<file path="config.mk">
export PLATFORM = sky130hd
export DESIGN_NAME = fpu_issue_ctrl_flat
export DESIGN_NICKNAME = d
export VERILOG_FILES = /design/src/rtl/fpu_pkg.sv /design/src/rtl/fpu_issue_ctrl_if.sv /design/src/rtl/fpu_scoreboard.sv /design/src/rtl/fpu_issue_ctrl.sv /design/src/flat_wrapper.sv
export SDC_FILE = /design/constraint.sdc
export NUM_CORES = 1
export LEC_CHECK = 0
export CAP_MARGIN = 20
export CORE_ASPECT_RATIO = 1.5
export CORE_MARGIN = 3
export CORE_UTILIZATION = 45
export CTS_BUF_LIST = sky130_fd_sc_hd__clkbuf_4
export DETAILED_ROUTE_END_ITERATION = 10
export PLACE_DENSITY_LB_ADDON = 0.25
export SYNTH_ARGS = -nofsm -noshare
export SYNTH_HDL_FRONTEND = slang
export SYNTH_SLANG_ARGS = --single-unit
</file>
<file path="constraint.sdc">
create_clock -name clk -period 3.1 [get_ports clk]
set_clock_uncertainty 0.15 [all_clocks]
set_input_delay 0.465 -clock clk [delete_from_list [all_inputs] [get_ports clk]]
set_output_delay 0.465 -clock clk [all_outputs]
set_load 0.02 [all_outputs]
</file>
<file path="src/rtl/fpu_pkg.sv">
// Shared types and constants for the FPU issue controller.
//   fpu_op_e       : 2-bit opcode (ADD, SUB, MUL, NOP)
//   reg_idx_t      : 4-bit FP register index
//   issue_state_e  : issue FSM states
//   *_LAT_DEFAULT  : default unit latencies, start pulse to write enable
package fpu_pkg;

    localparam int unsigned REG_W           = 4;
    localparam int unsigned NUM_REGS        = 16;
    localparam int unsigned ADD_LAT_DEFAULT = 3;
    localparam int unsigned MUL_LAT_DEFAULT = 4;

    typedef logic [REG_W-1:0] reg_idx_t;

    typedef enum logic [1:0] {
        OP_ADD = 2'd0,
        OP_SUB = 2'd1,
        OP_MUL = 2'd2,
        OP_NOP = 2'd3
    } fpu_op_e;

    typedef enum logic [1:0] {
        ST_RUN   = 2'd0,
        ST_DRAIN = 2'd1,
        ST_DONE  = 2'd2
    } issue_state_e;

    // One-hot mask selecting a single register.
    function automatic logic [NUM_REGS-1:0] reg_onehot(input reg_idx_t idx);
        return NUM_REGS'(1) << idx;
    endfunction

endpackage

</file>
<file path="src/rtl/fpu_issue_ctrl_if.sv">
// Instruction, unit-control and writeback signals of the FPU issue controller.
//   master : instruction source / execution units / register-file side
//   slave  : the issue controller
interface fpu_issue_ctrl_if;
    import fpu_pkg::*;

    // instruction handshake
    logic     instr_valid;
    fpu_op_e  instr_op;
    reg_idx_t instr_src_a;
    reg_idx_t instr_src_b;
    reg_idx_t instr_dest;
    logic     instr_ready;

    // issue to units
    reg_idx_t rf_raddr_a;
    reg_idx_t rf_raddr_b;
    logic     add_new_instr;
    logic     add_sub;
    logic     mul_new_instr;
    reg_idx_t dest_out;

    // unit writeback
    logic     add_we;
    logic     mul_we;
    reg_idx_t add_reg_dest;
    reg_idx_t mul_reg_dest;
    logic     rf_we;
    reg_idx_t rf_waddr;
    logic     wb_sel;

    // drain / status
    logic     drain;
    logic     drain_done;
    logic     wb_collision;

    modport master (
        output instr_valid, instr_op, instr_src_a, instr_src_b, instr_dest,
        output add_we, mul_we, add_reg_dest, mul_reg_dest, drain,
        input  instr_ready, rf_raddr_a, rf_raddr_b, add_new_instr, add_sub,
        input  mul_new_instr, dest_out, rf_we, rf_waddr, wb_sel,
        input  drain_done, wb_collision
    );

    modport slave (
        input  instr_valid, instr_op, instr_src_a, instr_src_b, instr_dest,
        input  add_we, mul_we, add_reg_dest, mul_reg_dest, drain,
        output instr_ready, rf_raddr_a, rf_raddr_b, add_new_instr, add_sub,
        output mul_new_instr, dest_out, rf_we, rf_waddr, wb_sel,
        output drain_done, wb_collision
    );

endinterface

</file>
<file path="src/rtl/fpu_scoreboard.sv">
// 16-entry busy scoreboard for FP destination registers.
//   clk, reset          : clock, synchronous active-high reset
//   set_en/set_idx      : mark a register busy (issue)
//   clr_en/clr_idx      : mark a register free (writeback)
//   rd_a/rd_b/rd_d      : lookup indices
//   busy_a_c/b_c/d_c    : current busy bit of each lookup (combinational)
//   busy_next_c         : busy vector after this cycle's set/clear (combinational)
// A set and a clear of the same register in one cycle leaves it busy.
module fpu_scoreboard
    import fpu_pkg::*;
(
    input  logic                clk,
    input  logic                reset,
    input  logic                set_en,
    input  reg_idx_t            set_idx,
    input  logic                clr_en,
    input  reg_idx_t            clr_idx,
    input  reg_idx_t            rd_a,
    input  reg_idx_t            rd_b,
    input  reg_idx_t            rd_d,
    output logic                busy_a_c,
    output logic                busy_b_c,
    output logic                busy_d_c,
    output logic [NUM_REGS-1:0] busy_next_c
);

    logic [NUM_REGS-1:0] busy_q;
    logic [NUM_REGS-1:0] set_mask;
    logic [NUM_REGS-1:0] clr_mask;

    // Next busy vector: clear first, then set, so a same-cycle set wins.
    always_comb begin
        set_mask    = '0;
        clr_mask    = '0;
        if (set_en) set_mask = reg_onehot(set_idx);
        if (clr_en) clr_mask = reg_onehot(clr_idx);
        busy_next_c = (busy_q & ~clr_mask) | set_mask;
        busy_a_c    = busy_q[rd_a];
        busy_b_c    = busy_q[rd_b];
        busy_d_c    = busy_q[rd_d];
    end

    always_ff @(posedge clk) begin
        if (reset) busy_q <= '0;
        else       busy_q <= busy_next_c;
    end

endmodule

</file>
<file path="src/rtl/fpu_issue_ctrl.sv">
// In-order issue controller for an FPU with separate add/sub and multiply units.
// Accepts one instruction per cycle, stalls on RAW/WAW hazards via a register
// scoreboard and on writeback-port conflicts via a reservation shift vector,
// emits registered start pulses, merges unit writebacks and supports draining.
//   clk, reset : clock, synchronous active-high reset
//   bus        : fpu_issue_ctrl_if.slave (instruction, issue, writeback, drain)
// Parameters : ADD_LAT / MUL_LAT = cycles from start pulse to unit write enable
//              (1 <= ADD_LAT <= MUL_LAT).
// Build macro: FPU_WB_BYPASS_EN - when defined, a source register being
//              written back this cycle does not stall issue.
module fpu_issue_ctrl
    import fpu_pkg::*;
#(
    parameter int unsigned ADD_LAT = ADD_LAT_DEFAULT,
    parameter int unsigned MUL_LAT = MUL_LAT_DEFAULT
)(
    input  logic            clk,
    input  logic            reset,
    fpu_issue_ctrl_if.slave bus
);

    // resv_q[k] = writeback port reserved k+1 cycles from now.
    localparam int unsigned      RESV_W   = MUL_LAT + 1;
    localparam logic [RESV_W-1:0] ADD_SLOT = RESV_W'(1) << (ADD_LAT - 1);
    localparam logic [RESV_W-1:0] MUL_SLOT = RESV_W'(1) << (MUL_LAT - 1);

    issue_state_e        state_q;
    logic [RESV_W-1:0]   resv_q;
    logic [RESV_W-1:0]   resv_d;
    logic [NUM_REGS-1:0] busy_next;
    logic                busy_a;
    logic                busy_b;
    logic                busy_d;
    logic                stall_a;
    logic                stall_b;
    logic                slot_taken;
    logic                is_nop;
    logic                is_mul;
    logic                is_add;
    logic                accept;
    logic                issue_add;
    logic                issue_mul;
    logic                pipe_empty_next;

    // Writeback merge: mul wins on a collision.
    always_comb begin
        bus.rf_we    = 1'b0;
        bus.wb_sel   = 1'b0;
        bus.rf_waddr = '0;
        if (!reset) begin
            bus.rf_we  = bus.add_we | bus.mul_we;
            bus.wb_sel = bus.mul_we;
            if (bus.mul_we)      bus.rf_waddr = bus.mul_reg_dest;
            else if (bus.add_we) bus.rf_waddr = bus.add_reg_dest;
        end
    end

    fpu_scoreboard u_scoreboard (
        .clk         (clk),
        .reset       (reset),
        .set_en      (issue_add | issue_mul),
        .set_idx     (bus.instr_dest),
        .clr_en      (bus.rf_we),
        .clr_idx     (bus.rf_waddr),
        .rd_a        (bus.instr_src_a),
        .rd_b        (bus.instr_src_b),
        .rd_d        (bus.instr_dest),
        .busy_a_c    (busy_a),
        .busy_b_c    (busy_b),
        .busy_d_c    (busy_d),
        .busy_next_c (busy_next)
    );

    // Source stall: optionally forgive a source that is retiring this cycle.
    always_comb begin
`ifdef FPU_WB_BYPASS_EN
        stall_a = busy_a & ~(bus.rf_we && (bus.rf_waddr == bus.instr_src_a));
        stall_b = busy_b & ~(bus.rf_we && (bus.rf_waddr == bus.instr_src_b));
`else
        stall_a = busy_a;
        stall_b = busy_b;
`endif
    end

    // Issue decision and reservation update.
    always_comb begin
        is_nop     = (bus.instr_op == OP_NOP);
        is_mul     = (bus.instr_op == OP_MUL);
        is_add     = (bus.instr_op == OP_ADD) || (bus.instr_op == OP_SUB);
        // An op accepted now writes back LAT+1 cycles from now, i.e. resv_q[LAT].
        slot_taken = is_mul ? resv_q[MUL_LAT] : resv_q[ADD_LAT];

        bus.instr_ready = !reset && (state_q == ST_RUN) &&
                          (is_nop || !(stall_a || stall_b || busy_d || slot_taken));

        accept    = bus.instr_valid && bus.instr_ready;
        issue_add = accept && is_add;
        issue_mul = accept && is_mul;

        resv_d = resv_q >> 1;
        if (issue_add) resv_d = resv_d | ADD_SLOT;
        if (issue_mul) resv_d = resv_d | MUL_SLOT;

        pipe_empty_next = (busy_next == '0) && (resv_d == '0);
    end

    // Issue pipeline registers and sticky collision flag.
    always_ff @(posedge clk) begin
        if (reset) begin
            resv_q            <= '0;
            bus.add_new_instr <= 1'b0;
            bus.add_sub       <= 1'b0;
            bus.mul_new_instr <= 1'b0;
            bus.dest_out      <= '0;
            bus.rf_raddr_a    <= '0;
            bus.rf_raddr_b    <= '0;
            bus.wb_collision  <= 1'b0;
        end else begin
            resv_q            <= resv_d;
            bus.add_new_instr <= issue_add;
            bus.add_sub       <= issue_add && (bus.instr_op == OP_SUB);
            bus.mul_new_instr <= issue_mul;
            if (issue_add || issue_mul) begin
                bus.dest_out   <= bus.instr_dest;
                bus.rf_raddr_a <= bus.instr_src_a;
                bus.rf_raddr_b <= bus.instr_src_b;
            end
            if (bus.add_we && bus.mul_we) bus.wb_collision <= 1'b1;
        end
    end

    // Drain FSM; DONE is entered as soon as the pipeline will be empty.
    always_ff @(posedge clk) begin
        if (reset) begin
            state_q        <= ST_RUN;
            bus.drain_done <= 1'b0;
        end else begin
            case (state_q)
                ST_RUN: begin
                    bus.drain_done <= 1'b0;
                    if (bus.drain) state_q <= ST_DRAIN;
                end
                ST_DRAIN: begin
                    if (pipe_empty_next) begin
                        state_q        <= ST_DONE;
                        bus.drain_done <= 1'b1;
                    end else begin
                        bus.drain_done <= 1'b0;
                    end
                end
                ST_DONE: begin
                    if (!bus.drain) begin
                        state_q        <= ST_RUN;
                        bus.drain_done <= 1'b0;
                    end else begin
                        bus.drain_done <= 1'b1;
                    end
                end
                default: begin
                    state_q        <= ST_RUN;
                    bus.drain_done <= 1'b0;
                end
            endcase
        end
    end

endmodule

</file>
<file path="src/flat_wrapper.sv">
// flat-port wrapper written by rule: the top's interface ports become plain ports
module fpu_issue_ctrl_flat import fpu_pkg::*;
#(
    parameter int unsigned ADD_LAT = ADD_LAT_DEFAULT,
    parameter int unsigned MUL_LAT = MUL_LAT_DEFAULT
)
  (clk, reset, bus_instr_valid, bus_instr_op, bus_instr_src_a, bus_instr_src_b, bus_instr_dest, bus_add_we, bus_mul_we, bus_add_reg_dest, bus_mul_reg_dest, bus_drain, bus_instr_ready, bus_rf_raddr_a, bus_rf_raddr_b, bus_add_new_instr, bus_add_sub, bus_mul_new_instr, bus_dest_out, bus_rf_we, bus_rf_waddr, bus_wb_sel, bus_drain_done, bus_wb_collision);
  fpu_issue_ctrl_if bus_i ();
  input  logic clk;
  input  logic reset;
  input wire logic [$bits(bus_i.instr_valid)-1:0] bus_instr_valid;
  input wire logic [$bits(bus_i.instr_op)-1:0] bus_instr_op;
  input wire logic [$bits(bus_i.instr_src_a)-1:0] bus_instr_src_a;
  input wire logic [$bits(bus_i.instr_src_b)-1:0] bus_instr_src_b;
  input wire logic [$bits(bus_i.instr_dest)-1:0] bus_instr_dest;
  input wire logic [$bits(bus_i.add_we)-1:0] bus_add_we;
  input wire logic [$bits(bus_i.mul_we)-1:0] bus_mul_we;
  input wire logic [$bits(bus_i.add_reg_dest)-1:0] bus_add_reg_dest;
  input wire logic [$bits(bus_i.mul_reg_dest)-1:0] bus_mul_reg_dest;
  input wire logic [$bits(bus_i.drain)-1:0] bus_drain;
  output wire logic [$bits(bus_i.instr_ready)-1:0] bus_instr_ready;
  output wire logic [$bits(bus_i.rf_raddr_a)-1:0] bus_rf_raddr_a;
  output wire logic [$bits(bus_i.rf_raddr_b)-1:0] bus_rf_raddr_b;
  output wire logic [$bits(bus_i.add_new_instr)-1:0] bus_add_new_instr;
  output wire logic [$bits(bus_i.add_sub)-1:0] bus_add_sub;
  output wire logic [$bits(bus_i.mul_new_instr)-1:0] bus_mul_new_instr;
  output wire logic [$bits(bus_i.dest_out)-1:0] bus_dest_out;
  output wire logic [$bits(bus_i.rf_we)-1:0] bus_rf_we;
  output wire logic [$bits(bus_i.rf_waddr)-1:0] bus_rf_waddr;
  output wire logic [$bits(bus_i.wb_sel)-1:0] bus_wb_sel;
  output wire logic [$bits(bus_i.drain_done)-1:0] bus_drain_done;
  output wire logic [$bits(bus_i.wb_collision)-1:0] bus_wb_collision;
  assign bus_i.instr_valid = bus_instr_valid;
  assign bus_i.instr_op = bus_instr_op;
  assign bus_i.instr_src_a = bus_instr_src_a;
  assign bus_i.instr_src_b = bus_instr_src_b;
  assign bus_i.instr_dest = bus_instr_dest;
  assign bus_i.add_we = bus_add_we;
  assign bus_i.mul_we = bus_mul_we;
  assign bus_i.add_reg_dest = bus_add_reg_dest;
  assign bus_i.mul_reg_dest = bus_mul_reg_dest;
  assign bus_i.drain = bus_drain;
  assign bus_instr_ready = bus_i.instr_ready;
  assign bus_rf_raddr_a = bus_i.rf_raddr_a;
  assign bus_rf_raddr_b = bus_i.rf_raddr_b;
  assign bus_add_new_instr = bus_i.add_new_instr;
  assign bus_add_sub = bus_i.add_sub;
  assign bus_mul_new_instr = bus_i.mul_new_instr;
  assign bus_dest_out = bus_i.dest_out;
  assign bus_rf_we = bus_i.rf_we;
  assign bus_rf_waddr = bus_i.rf_waddr;
  assign bus_wb_sel = bus_i.wb_sel;
  assign bus_drain_done = bus_i.drain_done;
  assign bus_wb_collision = bus_i.wb_collision;
  fpu_issue_ctrl #(.ADD_LAT(ADD_LAT), .MUL_LAT(MUL_LAT)) u_core (.clk(clk), .reset(reset), .bus(bus_i));
endmodule
</file>
# ---- After elaboration in Yosys (flattened, before gate mapping)
# Index checks and enable logic that the tools add are counted.
dict set report totals {
  inputBits 28
  register_bits 39
  output_inout_bits 24
}
dict set report op_classes {
  shift 2
  mux 23
  magnitude_cmp 3
  n_eq_ne 8
  n_bitwise 5
  n_reduce_logical 21
}
# op n
set ops {}
lappend ops {{two-way mux 16 bit} 2}
lappend ops {{<< shifter 1 x 4 -> 16 bit (first input constant)} 2}
lappend ops {{bitwise AND 16 bit} 1}
lappend ops {{logical NOT 16 bit} 1}
lappend ops {{two-way mux 4 bit} 4}
lappend ops {{inverter 16 bit} 1}
lappend ops {{bitwise OR 16 bit} 1}
lappend ops {{less-than comparator 4 x 5 -> 1 bit (second input constant)} 3}
lappend ops {{binary-select mux 1 bit (select 4 bit)} 3}
lappend ops {{logical AND 1 bit} 8}
lappend ops {{two-way mux 1 bit} 8}
lappend ops {{== test 2 bit (second input constant)} 3}
lappend ops {{logical OR 1 bit} 6}
lappend ops {{two-way mux 2 bit} 3}
lappend ops {{one-hot mux 2 bit (3 select lines)} 1}
lappend ops {{logical NOT 5 bit} 1}
lappend ops {{== test 2 x 1 -> 1 bit (second input constant)} 2}
lappend ops {{logical NOT 2 bit} 2}
lappend ops {{inequality test 2 bit (second input constant)} 2}
lappend ops {{two-way mux 3 bit} 1}
lappend ops {{AND reduction 3 bit} 1}
lappend ops {{logical NOT 1 bit} 2}
lappend ops {{inequality test 2 x 1 -> 1 bit (second input constant)} 1}
lappend ops {{bitwise OR 1 bit} 2}
lappend ops {{one-hot mux 1 bit (2 select lines)} 1}

# ---- Longest topological paths before layout
# Gate-level depths: netlist (run 1).
dict set report depth {
  depth_word 17
  mapped_depth 11
}

# ---- Modules after synthesis
# Synthesis (run 1) repeated with hierarchy kept, for this count alone.
dict set report unflattened {
  hier_cells 231
  hier_area_um2 2182.1
}
# module n_inst seq_area_each_um2 area_per_inst_um2 cells_each
set modules_own_cells {}
lappend modules_own_cells {fpu_scoreboard 1 320.3 1148.6 120}
lappend modules_own_cells {fpu_issue_ctrl 1 420.4 1033.5 111}

# ---- Worst setup path before layout (run 1)
# OpenSTA, ideal clock, no wires.
dict set report synth_path {
  path_kind {input-to-output}
  start {input bus_instr_src_b[0]}
  end {output bus_instr_ready}
  slack_ns -0.195
  stages 8
  t_required_ns 2.485
  arrival_time_ns 2.680
  cell_sequence {clkbuf_1 mux4_2 and3_1 a311o_1 a311oi_1 nand3_1 a21boi_0 nor3_1}
}
dict set report synth_between {
  elab_chain_cells 8
}
# element line
set synth_rtl {}
lappend synth_rtl {{start, declared} flat_wrapper.sv:14} ;# input wire logic [$bits(bus_i.instr_src_b)-1:0] bus_instr_src_b;
lappend synth_rtl {{binary-select mux 1 bit (select 4 bit)} fpu_scoreboard.sv:39} ;# busy_b_c = busy_q[rd_b];
lappend synth_rtl {{two-way mux 1 bit (implied by the code)} fpu_scoreboard.sv:39}
lappend synth_rtl {{logical OR 1 bit (3 in series)} fpu_issue_ctrl.sv:94} ;# (is_nop || !(stall_a || stall_b || busy_d || slot_taken));
lappend synth_rtl {{logical NOT 1 bit} fpu_issue_ctrl.sv:94}
lappend synth_rtl {{logical OR 1 bit} fpu_issue_ctrl.sv:94}
lappend synth_rtl {{logical AND 1 bit} fpu_issue_ctrl.sv:93} ;# bus.instr_ready = !reset && (state_q == ST_RUN) &&
lappend synth_rtl {{end, declared} flat_wrapper.sv:21} ;# output wire logic [$bits(bus_i.instr_ready)-1:0] bus_instr_ready;
# No other way between the ends. The select of a mux whose other input is x is not followed.

# ---- Final worst setup path (run 1)
dict set report layout_path {
  start {register u_core.u_scoreboard.busy_q[0]}
  end {output bus_instr_ready}
}
dict set report layout_between {
  elab_chain_cells 8
  elab_cells_between_ends 12
  cone_classes {mux (6); reduce/logical (6)}
}
# element line
set layout_rtl {}
lappend layout_rtl {{start, declared} fpu_scoreboard.sv:27} ;# logic [NUM_REGS-1:0] busy_q;
lappend layout_rtl {{start signal, assigned} fpu_scoreboard.sv:45} ;# else busy_q <= busy_next_c;
lappend layout_rtl {{binary-select mux 1 bit (select 4 bit) (on tied branches)} {fpu_scoreboard.sv:38, fpu_scoreboard.sv:39}}
lappend layout_rtl {{two-way mux 1 bit (on tied branches)} {fpu_scoreboard.sv:38, fpu_scoreboard.sv:39}}
lappend layout_rtl {{logical OR 1 bit} fpu_issue_ctrl.sv:94}
lappend layout_rtl {{logical OR 1 bit * (2 in series)} fpu_issue_ctrl.sv:94}
lappend layout_rtl {{logical NOT 1 bit *} fpu_issue_ctrl.sv:94}
lappend layout_rtl {{logical OR 1 bit *} fpu_issue_ctrl.sv:94}
lappend layout_rtl {{logical AND 1 bit *} fpu_issue_ctrl.sv:93}
# Mark *: on every way between the ends. The rest lies on a longest branch, timed or not. The select of a mux whose other input is x is not followed.

==> results of run 1 <==
cell families (layout without fill, tap and decap cells):
kind of cell               Yosys count  count (layout)  share of synthesized area [%]
AOI/OAI and AO/OA                   60              60                           18.3
DFF                                 37              37                           33.7
adders and majority gates            4               4                           2.28
buffers and inverters               26             141                           5.41
muxes                               25              25                           17.8
and+or+nand+nor                     88              88                           22.6
stage by stage:
step	setup WS, ns	utilization [%]	cells	hold slack, ns	cell area [um^2]
floorplan	0.0179	-	240	0.289	2200
global placement	-0.891	70.1	407	0.311	3240
detailed placement	-0.926	70.1	407	0.316	3240
CTS	-0.0150	72.3	417	0.334	3340
global route	-0.149	73.4	419	0.352	3390
finish	0.0165	73.4	419	0.344	3390
what timing repair did:
| item | CTS | global route |
|---|---|---|
| setup endpoints to repair | 4 | 4 |
| gates resized for setup | 24 | 11 |
| buffers inserted | 2 | 2 |
| hold endpoints to repair | 0 | 0 |
| cloned | 0 | 0 |
| pin swaps | 8 | 5 |
| hold buffers | 0 | 0 |
final cells by class:
| cell class | instances | area (um^2) |
|---|---|---|
| Multi-Input combinational cell | 177 | 1410 |
| Fill cell | 362 | 1230 |
| Timing Repair Buffer | 124 | 1070 |
| Sequential cell | 37 | 746 |
| Tap cell | 64 | 80.1 |
| Clock buffer | 5 | 37.5 |
| Inverter | 9 | 33.8 |
| Clock inverter | 3 | 17.5 |
critical path, stage by stage, from the launching register on:
cell,delay [ns]
dfxtp_1,0.35
mux4_2,0.44
nor3b_1,0.15
a311o_1,0.33
a311oi_2,0.24
nand3_1,0.17
a21boi_4,0.18
nor3_2,0.10
buf_4,0.16
registers in the layout, summed over array words and instances, names as in the netlist:
signal / count
u_core.bus.drain_done: 1
u_core.resv_q: 3
u_core.bus.wb_collision: 1
u_core.bus.add_sub: 1
u_core.u_scoreboard.busy_q: 16
u_core.bus.add_new_instr: 1
u_core.bus.rf_raddr_b: 4
u_core.bus.rf_raddr_a: 4
u_core.bus.dest_out: 4
u_core.state_q: 2
how the worst min path moves through the flow:
stage	from	to	slack (ns)	depth (start not counted)
floorplan	u_core.resv_q[2]	u_core.resv_q[1]	0.29	1
global placement	u_core.resv_q[2]	u_core.resv_q[1]	0.31	1
detailed placement	u_core.resv_q[2]	u_core.resv_q[1]	0.32	1
CTS	u_core.resv_q[2]	u_core.resv_q[1]	0.33	1
global route	u_core.resv_q[2]	u_core.resv_q[1]	0.35	1
finish	u_core.resv_q[2]	u_core.resv_q[1]	0.34	1
Yosys cell counts (all sizes together), types with 2 or more instances:
cell type | n | area [um^2]
o41ai | 4 | 35.0
nor3 | 4 | 20.0
ha | 4 | 50.1
nand4 | 9 | 56.3
o31ai | 5 | 37.5
clkbuf | 11 | 41.3
mux2i | 12 | 120
inv | 9 | 33.8
o21ai | 12 | 60.1
nor4b | 2 | 17.5
nor2b | 5 | 31.3
a32oi | 2 | 17.5
dfxtp | 37 | 741
or4 | 2 | 18.8
and3b | 2 | 17.5
buf | 6 | 43.8
nand2 | 11 | 41.3
nand2b | 2 | 12.5
nor2 | 20 | 75.1
nor4bb | 2 | 20.0
nand3b | 5 | 37.5
mux4 | 11 | 248
a221o | 3 | 30.0
a31oi | 3 | 18.8
or2 | 2 | 12.5
nand3 | 11 | 55.1
mux2 | 2 | 22.5
o221a | 2 | 22.5
and2 | 3 | 21.3
and3 | 2 | 12.5
a21oi | 20 | 100
power by group through the flow:
stage                     sequential, W  clock (W)  combinational (W)
after global placement         0.000541          0           0.000458
after CTS                      0.000533   0.000264           0.000489
final                          0.000535   0.000257           0.000503
after detailed placement       0.000544          0           0.000471
after floorplan                0.000564          0           0.000239
after global routing           0.000539   0.000283           0.000540
per-layer routing:
metal / track usage (%) / up-vias / share of wire, %
met2: 49.6 / 136 / 53
li1: - / 1146 / -
met3: 4.70 / 45 / 5.3
met4: 16.4 / 0 / 6.6
met1: 25.2 / 1133 / 35
met5: 0 / - / 0
==> impl_metrics.yaml, run 1 <==
critical_path:
  reg2reg_slack_ns: 0.43
  crit_path_end: "bus_instr_ready"
  cp_max_fo: 2
  reg2regPathDepth: 9
  cp_data_arrival_time_ns: 2.47
  crit_start: "u_core.u_scoreboard.busy_q[0]"
  path_class: "reg -> out"
  rr_endpoint: "u_core.state_q[0]"
  worst_setup_path_start_kind: "flop"
  end_kind: "primary output"
  required_ns: 2.48
  timing.rr.start: "u_core.u_scoreboard.busy_q[0]"
synthesis:
  synthCells: 240
  synth.cell_area_mm2: 0.00220
  ys_warn_count: 0
  synth_fp_nets: 272
  ys_types: 51
  synthFlopType: "dfxtp_1"
  synthArstFlopShare_pct: 0
  avgSynthCellArea_um2: 9.15
  yosysSeqAreaShare_pct: 33.7
  synth_seq_cells: 37
  synth_edf_count: 0
placed_design:
  gp_congestion: 0.915
  dpl.hpwl_mm: 5.80
  io_buffers: 51
grt:
  grt_max_degree: 26
  grt_antenna_before_repair: 0
  overflow: 0
  grt_usage_pct: 26.2
  grt_pass1_wl_mm: 11.8
  first_global_vias: 2449
timing:
  hold_viol: 0
  fin_crit_sh_pct: 99.5
  setup_viol_count_final: 0
  rsz0062_at_grt: "yes"
  max-slew-margin-rel_pct: 50.0
  worstMarginPinSlew_ns: 0.742
  period_needed_ns: 3.08
  fin_setup_tns_ns: 0
  slew_viol_final: 0
  fmax_mhz: 324
clock_tree:
  clk_latency_ns: 0.35
  clkSinkCount: 37
  cts_max_level: 2
  clockRootBuffer: "clkbuf_4"
  cts_buffer_depth: 2
  numCtsBuffers: 5
  cts_tree: "built"
  clk_pin_slew_worst_paths_ns: 0.11
final_layout:
  n_antenna_cell: 0
  layout_common_cells: "buf_4 (72), clkdlybuf4s50_1 (42), dfxtp_1 (33)"
  nets: 386
  final_common_cell: "buf_4"
  syn_to_final_growth_pct: 54.2
  drive_gt1_share_pct: 32.4
die:
  core_area_mm2: 0.00462
  dieArea_mm2: 0.00577
  start_util_pct: 47.6
  die_x_um: 63.1
  fp-row-count: 30
  ios: 52
  die_h_um: 91.6
power:
  power_w: 0.00129
  switching_power_w: 0.000448
  swShare_pct: 34.6
  pwr-share-seq_pct: 41.3
  max-vdd-ir-drop_mv: 0.201
  clkPwrFrac_pct: 19.8
  power_leakage_nw: 1.37
  p_int_w: 0.000846
  power_density_mw_per_mm2: 382
  p_comb_share_pct: 38.8
detailed_routing:
  ant_nets: 0
  drc_errors: 0
  dr.pass1.iters: 6
  vias: 2460
  wl_per_cell_um: 17.8
  totalWireLength_mm: 7.45
  vias_per_cell: 5.87
  first_iter_violations: 201
run:
  cap_viol_max_count: 0
min_path:
  holdCritPathClass: "reg -> reg"
run_status:
  status: "complete, no violations"
Note: power is estimated with default switching activity, not from simulation.
==> inputs of run 2 (changes only) <==
CORE_MARGIN = 2   (was 3)
==> run 2 against run 1 <==
  * Fmax rose by 0.68%
  * Final cell count unchanged
  * Sequential power about the same
  * Cell area did not move
  * Total power down 0.36%
  * Worst hold slack worse by 0.038 ns
  * Non-clock buffer count down 2
  * First-iteration DRC count is 1.0% lower
  * Critical endpoint unchanged
==> impl_metrics.yaml, run 2 (synthesis gave the netlist of run 1 again) <==
clock_tree:
  numCtsBuffers: 5
  clk_latency_ns: 0.34
  cts_buffer_depth: 2
  cts_tree: "built"
  clk_pin_slew_worst_paths_ns: 0.11
  clkSinkCount: 37
  cts_max_level: 2
  clockRootBuffer: "clkbuf_4"
grt:
  grt_max_degree: 26
  grt_antenna_before_repair: 0
  first_global_vias: 2265
  grt_usage_pct: 27.3
  overflow: 0
  grt_pass1_wl_mm: 11.0
final_layout:
  final_util_pct: 71.0
  multi_input_area_mm2: 0.00142
  nFillCells: 413
  final_common_cell: "buf_4"
  regMostFlops: "u_core.u_scoreboard.busy_q"
  syn_to_final_growth_pct: 54.2
  largest_reg_flops: 16
  seqCellArea_um2: 744
  drive_gt1_share_pct: 31.7
  finalNonFillerCells: 419
  layout_common_cells: "buf_4 (70), clkdlybuf4s50_1 (43), dfxtp_1 (34)"
  n_antenna_cell: 0
  nets: 384
placed_design:
  io_buffers: 51
  gp_congestion: 0.939
  dpl.hpwl_mm: 5.68
  placed_cells: 410
die:
  die_x_um: 61.1
  dieArea_mm2: 0.00547
  die_h_um: 89.6
  fp-row-count: 31
  start_util_pct: 46.1
  core_area_mm2: 0.00477
  ios: 52
timing:
  whs_ns: 0.306
  worstMarginPinSlew_ns: 0.721
  setup_viol_count_final: 0
  fin_crit_sh_pct: 98.8
  fin_setup_tns_ns: 0
  fmax_mhz: 327
  hold_viol: 0
  rsz0062_at_grt: "yes"
  period_needed_ns: 3.06
  slew_viol_final: 0
  max-slew-margin-rel_pct: 51.4
detailed_routing:
  dr.pass1.iters: 7
  vias_per_cell: 5.87
  first_iter_violations: 199
  wl_met3_um: 426
  highest_layer: "met4"
  vias: 2458
  ant_nets: 0
  drc_errors: 0
  wl_per_cell_um: 17.0
  met2_length_mm: 3.81
  totalWireLength_mm: 7.13
  m1WireLength_mm: 2.48
critical_path:
  cp_max_fo: 2
  cp_data_arrival_time_ns: 2.45
  reg2regPathDepth: 8
  critical_path.cell_chain: "mux4_2, nor3b_1, a311o_1, a311oi_2, nand3_1, a21boi_4, nor3_2, buf_4"
  path_class: "reg -> out"
  worst_setup_path_start_kind: "flop"
  cpPeakStageDelay_ns: 0.45
  end_kind: "primary output"
  required_ns: 2.48
  crit_slowest_cell: "mux4_2"
power:
  power_w: 0.00129
  clkPwrFrac_pct: 20.0
  p_comb_share_pct: 38.6
  max-vdd-ir-drop_mv: 0.163
  power_leakage_nw: 1.34
  pwr-share-seq_pct: 41.4
  p_int_w: 0.000857
  switching_power_w: 0.000433
  swShare_pct: 33.6
  power_density_mw_per_mm2: 381
run_status:
  status: "complete, no violations"
min_path:
  holdCritPathClass: "in -> reg"
  hold_depth: 3
run:
  cap_viol_max_count: 0
run 2: cell count changes in the layout (fill, tap and decap cells not counted), moves of 2 or more:
cell	change
o21ai_0	-3
dlymetal6s2s_1	-2
clkdlybuf4s15_1	+2
clkbuf_4	+2
buf_4	-2
o21ai_1	+3
run 2: through the flow:
| stage | setup WS [ns] | area [um^2] |
|---|---|---|
| 2_1_floorplan | 0.0179 | 2200 |
| 3_3_place_gp | -0.935 | 3250 |
| 3_5_place_dp | -0.930 | 3250 |
| 4_1_cts | 0.0196 | 3330 |
| 5_1_grt | -0.0405 | 3390 |
| 6_report | 0.0374 | 3390 |
run 2: power by group through the flow:
stage               clock network (W)  logic, W  registers, W
CTS                          0.000263  0.000469      0.000533
detailed placement                  0  0.000464      0.000544
floorplan                           0  0.000239      0.000564
finish                       0.000258  0.000498      0.000534
global placement                    0  0.000458      0.000542
global route                 0.000283  0.000542      0.000538
run 2: path summary, 6_finish.rpt:
path | start | endpoint | slack [ns]
worst max-delay path | u_core.u_scoreboard.busy_q[1] | bus_instr_ready | 0.04
worst min-delay path | bus_instr_src_b[0] | u_core.bus.rf_raddr_b[0] | 0.31
worst max register to register | u_core.u_scoreboard.busy_q[1] | u_core.u_scoreboard.busy_q[15] | 0.43
worst min register to register | u_core.bus.wb_collision | u_core.bus.wb_collision | 0.35
run 2: critical path: cells and delay by family, from the launching register on:
family	cells	cell delay (ns)
flip-flops	1	0.36
AO/OA/AOI/OAI	3	0.77
buffers and inverters	1	0.15
AND/OR/NAND/NOR	3	0.37
multiplexers	1	0.45
run 2: per-layer routing:
layer / track usage, % / up-vias
met1: 29.1 / 1150
met5: 0 / -
met4: 14.8 / 0
met2: 49.5 / 129
met3: 4.44 / 37
li1: - / 1142
run 2: what timing repair did:
action	4_1_cts	5_1_grt
gates resized for setup	24	16
hold buffers	0	0
buffers inserted	0	1
setup endpoints to repair	5	4
pin swaps	1	7
gates cloned	0	0
endpoints found under the hold margin	0	0
run 2: cell type report:
class | count | area share, %
Clock inverter | 2 | 0.295
Sequential cell | 37 | 22.0
Timing Repair Buffer | 122 | 31.0
Tap cell | 66 | 2.44
Multi-Input combinational cell | 177 | 42.0
Inverter | 9 | 0.997
Clock buffer | 6 | 1.33
==> inputs of run 3 (changes only) <==
clock period = 3.4 ns   (was 3.1 ns; I/O delays follow)
==> run 3 against run 2 <==
  * Global-route usage decreased by 0.061 points
  * Total power down 13%
  * Register-to-register slack better by 0.28 ns
  * Clock power shrank 11%
  * Die area unchanged
  * Sequential share of layout area is 1.3 points higher
  * Core utilization decreased by 4.2 points
  * Non-clock buffer count fell by 19
  * Combinational power decreased by 18%
  * Worst setup slack improved by 0.11 ns
  * Critical path type is now in -> reg
  * Critical endpoint is now u_core.state_q[1]
  * Highest routed layer unchanged
==> impl_metrics.yaml, run 3 (synthesis gave the netlist of run 1 again) <==
placed_design:
  io_buffers: 51
  dpl.hpwl_mm: 5.48
  gp_congestion: 0.910
  place_area_mm2: 0.00311
grt:
  overflow: 0
  grt_usage_pct: 27.3
  grt_pass1_wl_mm: 10.8
  first_global_vias: 2288
  grt_max_degree: 26
  grt_antenna_before_repair: 0
critical_path:
  critical_path.cell_chain: "clkdlybuf4s50_1, or3b_1, and2_4, or3_1, o32a_1, or4_4, buf_4, nor4_1, o221a_2"
  cp_data_arrival_time_ns: 3.40
  required_ns: 3.55
  end_kind: "flop"
  path_class: "in -> reg"
  crit_buf_inv: 2
  cp_top_family: "simple AND/OR/NAND/NOR gates"
  cpPeakStageDelay_ns: 0.51
  worst_setup_path_start_kind: "primary input"
  crit_slowest_cell: "clkdlybuf4s50_1"
  cp_max_fo: 4
final_layout:
  largest_reg_flops: 16
  nFillCells: 435
  n_antenna_cell: 0
  regMostFlops: "u_core.u_scoreboard.busy_q"
  nets: 365
  syn_to_final_growth_pct: 45.0
  drive_gt1_share_pct: 24.3
  layout_common_cells: "buf_4 (51), clkdlybuf4s50_1 (45), dfxtp_1 (37)"
  stdcell_area_mm2: 0.00319
  final_common_cell: "buf_4"
  final_util_pct: 66.8
detailed_routing:
  vias_per_cell: 5.95
  dr.pass1.iters: 4
  wl_per_cell_um: 17.3
  first_iter_violations: 85
  drc_errors: 0
  vias: 2376
  totalWireLength_mm: 6.91
  ant_nets: 0
clock_tree:
  clk_pin_slew_worst_paths_ns: 0.11
  clk_latency_ns: 0.35
  cts_hold_buf: 0
  cts_max_level: 2
  numCtsBuffers: 5
  clockRootBuffer: "clkbuf_4"
  cts_buffer_depth: 2
  clkSinkCount: 37
  cts_tree: "built"
die:
  dieArea_mm2: 0.00547
  ios: 52
  fp-row-count: 31
  die_x_um: 61.1
  start_util_pct: 46.1
  die_h_um: 89.6
  core_area_mm2: 0.00477
timing:
  slew_viol_final: 0
  hold_viol: 0
  worstMarginPinSlew_ns: 0.586
  setup_viol_count_final: 0
  fmax_mhz: 307
  rsz0062_at_grt: "no"
  fin_crit_sh_pct: 95.7
  period_needed_ns: 3.25
  max-slew-margin-rel_pct: 60.6
power:
  power_density_mw_per_mm2: 354
  power_leakage_nw: 1.25
  max-vdd-ir-drop_mv: 0.218
run:
  cap_viol_max_count: 0
run_status:
  status: "complete, no violations"
min_path:
  holdCritPathClass: "reg -> reg"
## run 3: changes by cell type in the layout (fill, tap and decap cells not counted), moves of 2 or more
cell	previous run	this run
dfxtp_2	3	0
buf_4	70	51
dfxtp_1	34	37
clkdlybuf4s50_1	43	45
clkinv_2	2	0
dlymetal6s2s_1	0	3
o21ai_1	5	2
o21ai_0	7	10
clkdlybuf4s15_1	2	0
dlygate4sd2_1	4	1
## run 3: repair_timing
item / in CTS / in global routing
gates resized for setup: 8 / 10
setup buffers: 0 / 0
endpoints found under the setup margin: 1 / 4
## run 3: power by group
group	internal, W	switching, W	leakage (nW)
sequential	0.000466	0.0000213	0.300
clock	0.0000832	0.000147	0.0292
combinational	0.000202	0.000209	0.918
## run 3: worst paths after layout
check / slack [ns] / start / to / cells past startpoint
worst max register to register: 0.71 / u_core.u_scoreboard.busy_q[14] / u_core.u_scoreboard.busy_q[14] / 8
worst min-delay path: 0.34 / u_core.resv_q[2] / u_core.resv_q[1] / 1
worst max-delay path: 0.15 / bus_add_we / u_core.state_q[1] / 9
worst min register to register: 0.34 / u_core.resv_q[2] / u_core.resv_q[1] / 1
## run 3: stage by stage
stage / cells / setup TNS (ns) / total power (W) / hold WS (ns) / setup WS (ns)
floorplan: 240 / 0 / 0.000731 / 0.289 / 0.0151
global route: 399 / 0 / 0.00119 / 0.364 / 0.00401
CTS: 399 / 0 / 0.00113 / 0.338 / 0.0245
global placement: 392 / -1.46 / 0.000899 / 0.311 / -0.627
detailed placement: 392 / -2.03 / 0.000909 / 0.319 / -0.691
finish: 399 / 0 / 0.00113 / 0.340 / 0.146
## run 3: final cells by class
| cell class | count | area (um^2) | share of cell area [%] |
|---|---|---|---|
| clock buffer | 6 | 45.0 | 1.41 |
| clock inverter | 1 | 3.75 | 0.118 |
| inverter | 9 | 33.8 | 1.06 |
| multi-input combinational | 177 | 1370 | 43.0 |
| sequential | 37 | 741 | 23.3 |
| tap | 66 | 82.6 | 2.59 |
| timing repair buffer | 103 | 910 | 28.6 |
## run 3: routing by layer
layer / vias to the layer above / track usage (%) / wire length (um)
li1: 1106 / - / -
met1: 1119 / 28.7 / 2420
met2: 106 / 47.3 / 3610
met3: 45 / 4.87 / 357
met4: 0 / 19.4 / 517
met5: - / 0 / 0
==> patch 1, RTL diff (settings of run 2) <==
Encoding of `issue_state_e`: now one-hot (3 bits for 3 states).
--- a/src/rtl/fpu_pkg.sv
+++ b/src/rtl/fpu_pkg.sv
@@ -20,8 +20,8 @@
     } fpu_op_e;
 
-    typedef enum logic [1:0] {
-        ST_RUN   = 2'd0,
-        ST_DRAIN = 2'd1,
-        ST_DONE  = 2'd2
+    typedef enum logic [2:0] {
+        ST_RUN   = 3'b001,
+        ST_DRAIN = 3'b010,
+        ST_DONE  = 3'b100
     } issue_state_e;
 
Behaviour: same outputs for any inputs over 4 cycles, from zero or initial values and one cycle with reset high; so few cycles prove little.
==> patch 1 against run 2 <==
Power down 12%; sequential share of layout area about the same; sequential cell count up 1; setup slack better by 0.054 ns; final area up 2.9%; wire length up 2.0%; via count up 0.69%; synthesized area up 3.5%; critical path depth down 1; hold slack worse by 0.024 ns; largest cell class unchanged; largest power group unchanged; highest routed layer unchanged.
==> patch 1: results (changes against run 2) <==
* 1st-iter DRT viols at 102 (was 199)
* Largest net degree at the start of global routing at 24 (was 26)
* WHS at 0.2821 ns (was 0.3062 ns)
* Complex-gate fraction of the synthesized area at 0.1656 (was 0.1828)
* Reg2reg end: u_core.u_scoreboard.busy_q[9]$_SDFF_PP0_ (was u_core.u_scoreboard.busy_q[15]$_SDFF_PP0_)
* First-pass DRT Iterations at 4 (was 7)
* Crit Reg-Reg Startpoint: u_core.u_scoreboard.busy_q[7]$_SDFF_PP0_ (was u_core.u_scoreboard.busy_q[1]$_SDFF_PP0_)
* Worst Reg-to-Reg Cells at 10 (was 8)
* Met3 Use GR at 0.05128 (was 0.04441)
* RD Place Congestion at 0.9386 (was 0.9389)
* Mux cell area share after synthesis at 0.1865 (was 0.1777)
* Share of cells above drive strength 1 at 0.3130 (was 0.3173)
* GRT Resource Usage Total at 0.2757 (was 0.2733)
* Arrival @ worst endpoint at 2.39 ns (was 2.45 ns)
* Placed cell count at 414 (was 410)
* Static Leak at 1.381 nW (was 1.342 nW)
* Met1 GRT Util at 0.3032 (was 0.2915)
* Slew @ Worst Pin at 0.3819 ns (was 0.7209 ns)
* Maximum vdd drop at 234.0 uV (was 163.3 uV)
* Syn nets at 276 (was 272)
* Synth area leaders: dfxtp_1 (33%), mux4_2 (13%), mux2i_1 (5.3%) (was dfxtp_1 (34%), mux4_2 (11%), mux2i_1 (5.5%))
* Post-Place Cell Area at 3288 um2 (was 3248 um2)
* Delay-heaviest family, CP: multiplexers (was compound AO/OA/AOI/OAI gates)
* Post-Layout Cell Count at 427 (was 419)
* First-pass GRT wire length at 11.59 mm (was 11.03 mm)
* Outcome: finished clean (unchanged)
patch 1: cell types whose count changed in the layout (fill, tap and decap cells not counted), moves of 3 or more:
cell | before | now
nor2_1 | 20 | 28
buf_4 | 70 | 66
ha_1 | 4 | 0
nand2_1 | 11 | 15
nor2b_1 | 5 | 9
o21ai_1 | 5 | 1
a221o_1 | 3 | 0
nand3_1 | 11 | 14
nand4_1 | 9 | 6
nand4b_1 | 1 | 4
patch 1: metal layers:
metal | vias up | part of all wire
li1 | 1155 | -
met1 | 1182 | 0.37
met4 | 0 | 0.056
met2 | 106 | 0.53
met3 | 32 | 0.045
met5 | - | 0
patch 1: cell families (layout without fill, tap and decap cells):
logic type	count (synthesis)	after routing
DFF	38	38
and+or+nand+nor	105	105
AOI/OAI and AO/OA	56	56
buffers and inverters	23	136
muxes	26	26
patch 1: repair_timing:
item / CTS / global route
gates cloned: 0 / 1
setup endpoints to repair: 8 / 6
pin swaps: 4 / 9
gates resized for setup: 23 / 13
buffers inserted: 3 / 2
patch 1: where the power goes:
group	total (mW)	leakage, nW	switching [mW]	internal, mW
Combinational	0.297	1.03	0.141	0.156
Sequential	0.511	0.309	0.0101	0.501
Clock	0.326	0.0387	0.163	0.163
Total	1.14	1.38	0.314	0.821
patch 1: tightest hold or removal path, delay by kind of cell:
kind	cells	cell delay, ns
simple gates	1	0.07
buf+inv	1	0.14
mux	1	0.08
patch 1: area by class of cell:
type	instances	area, um2	area share
Clock buffer	5	37.54	0.01076
Clock inverter	2	33.78	0.009688
Timing Repair Buffer	121	1057	0.3032
Inverter	8	30.03	0.008611
Multi-Input combinational cell	187	1480	0.4245
Tap cell	66	82.58	0.02368
Sequential cell	38	765.7	0.2196
==> patch 2, RTL diff (flow settings as in run 2) <==
Made on the original files. Add a define of `FPU_WB_BYPASS_EN`.
--- a/src/rtl/fpu_issue_ctrl.sv
+++ b/src/rtl/fpu_issue_ctrl.sv
@@ -9,4 +9,6 @@
 // Build macro: FPU_WB_BYPASS_EN - when defined, a source register being
 //              written back this cycle does not stall issue.
+`define FPU_WB_BYPASS_EN
+
 module fpu_issue_ctrl
     import fpu_pkg::*;
Function: changed (a bounded check fails within 4 cycles, from zero or initial values and one cycle with reset high).
==> patch 2 against run 2 <==
The flow now finishes with violations (negative setup slack); count of clock-buffer cells in the layout fell by 1; setup slack got worse by 0.19 ns; wire length rose by 24%; sequential power fell by 1%; sequential cell count did not move; final area rose by 8.5%; fmax fell by 5.9%; combinational power rose by 3%; synthesized area rose by 8.1%; critical path depth rose by 2; power barely moved.
==> patch 2: results (changes against run 2) <==
* DP HPWL at 7.069 mm (was 5.683 mm)
* Post-Place Cell Area at 3557 um2 (was 3248 um2)
* Outcome: complete, but fails checks (was finished clean)
* Crit path launch: bus_mul_we (was u_core.u_scoreboard.busy_q[1]$_SDFF_PP0_)
* XOR/XNOR share of the synthesized area at 0.02213 (was 0)
* RD Place Congestion at 0.9434 (was 0.9389)
* Synth unique cells at 60 (was 51)
* First-pass GRT wire length at 13.90 mm (was 11.03 mm)
* Maximum vdd drop at 228.4 uV (was 163.3 uV)
* Vias in the first global route at 2880 (was 2265)
* Synth area leaders: dfxtp_1 (31%), mux4_2 (12%), a21oi_1 (7.2%) (was dfxtp_1 (34%), mux4_2 (11%), mux2i_1 (5.5%))
* Delay-heaviest family, CP: simple AND/OR/NAND/NOR gates (was compound AO/OA/AOI/OAI gates)
* Worst R2R Setup Slack at 0.45 ns (was 0.43 ns)
* Nets@finish at 444 (was 384)
* Max_slew headroom at 0.5997 (was 0.5143)
* Seq power at 0.527 mW (was 0.534 mW)
* Synth Area in Adders at 0.02107 (was 0.02278)
* Syn nets at 313 (was 272)
* Sw frac at 0.3493 (was 0.3355)
* Largest net degree at the start of global routing at 39 (was 26)
* Met3 Use GR at 0.05174 (was 0.04441)
* Post-Place Setup Slack at -0.9967 ns (was -0.9302 ns)
* Register area share after synthesis at 0.3119 (was 0.3371)
* Synth top cells by count: nand2_1 (39), dfxtp_1 (37), a21oi_1 (34), nand3_1 (15), mux4_2 (13) (was dfxtp_1 (37), a21oi_1 (20), nor2_1 (20), mux2i_1 (12), o21ai_0 (12))
* Cell at the slowest stage of the critical path: or4_1 (was mux4_2)
* Wire length on met2 at 4.648 mm (was 3.812 mm)
* Met2 Use GR at 0.5780 (was 0.4952)
* Failing checks: negative setup slack
* Pint at 0.8388 mW (was 0.8568 mW)
* GRT Resource Usage Total at 0.3131 (was 0.2733)
* Vias at 2824 (was 2458)
* Final-report setup violation count at 1 (was 0)
* Final setup margin at -0.1553 ns (was 0.03737 ns)
* First-pass DRT Iterations at 5 (was 7)
* Mux cell area share after synthesis at 0.1322 (was 0.1777)
* Share of cells above drive strength 1 at 0.3277 (was 0.3173)
* 1st-iter DRT viols at 143 (was 199)
* Met1 GRT Util at 0.3084 (was 0.2915)
* CP Max Fanout at 6 (was 2)
-- patch 2: cell count changes after synthesis, sizes merged, moves of 4 or more --
| cell | before | now |
|---|---|---|
| mux2i | 12 | 1 |
| nand3 | 11 | 15 |
| nor2 | 20 | 11 |
| xnor2 | 0 | 5 |
| nand2 | 11 | 39 |
| a21oi | 20 | 34 |
-- patch 2: repair_timing --
action	in CTS	in global routing
buffers inserted	6	0
cloned	0	0
resized for setup	47	7
endpoints found under the setup margin	5	5
pin swaps	14	6
-- patch 2: metrics by stage --
step,hold slack (ns),util,std cells
after global routing,0.2733,0.7173,480
after detailed placement,0.2996,0.6941,467
after global placement,0.2906,0.6941,467
after floorplan,0.2845,-,281
after CTS,0.3172,0.7166,480
final,0.2505,0.7173,480
-- patch 2: area by class of cell --
class	count	area [um2]
Clock buffer	5	37.54
Clock inverter	2	11.26
Fill cell	470	1449
Inverter	9	33.78
Multi-Input combinational cell	214	1543
Sequential cell	37	743.2
Tap cell	68	85.08
Timing Repair Buffer	145	1222
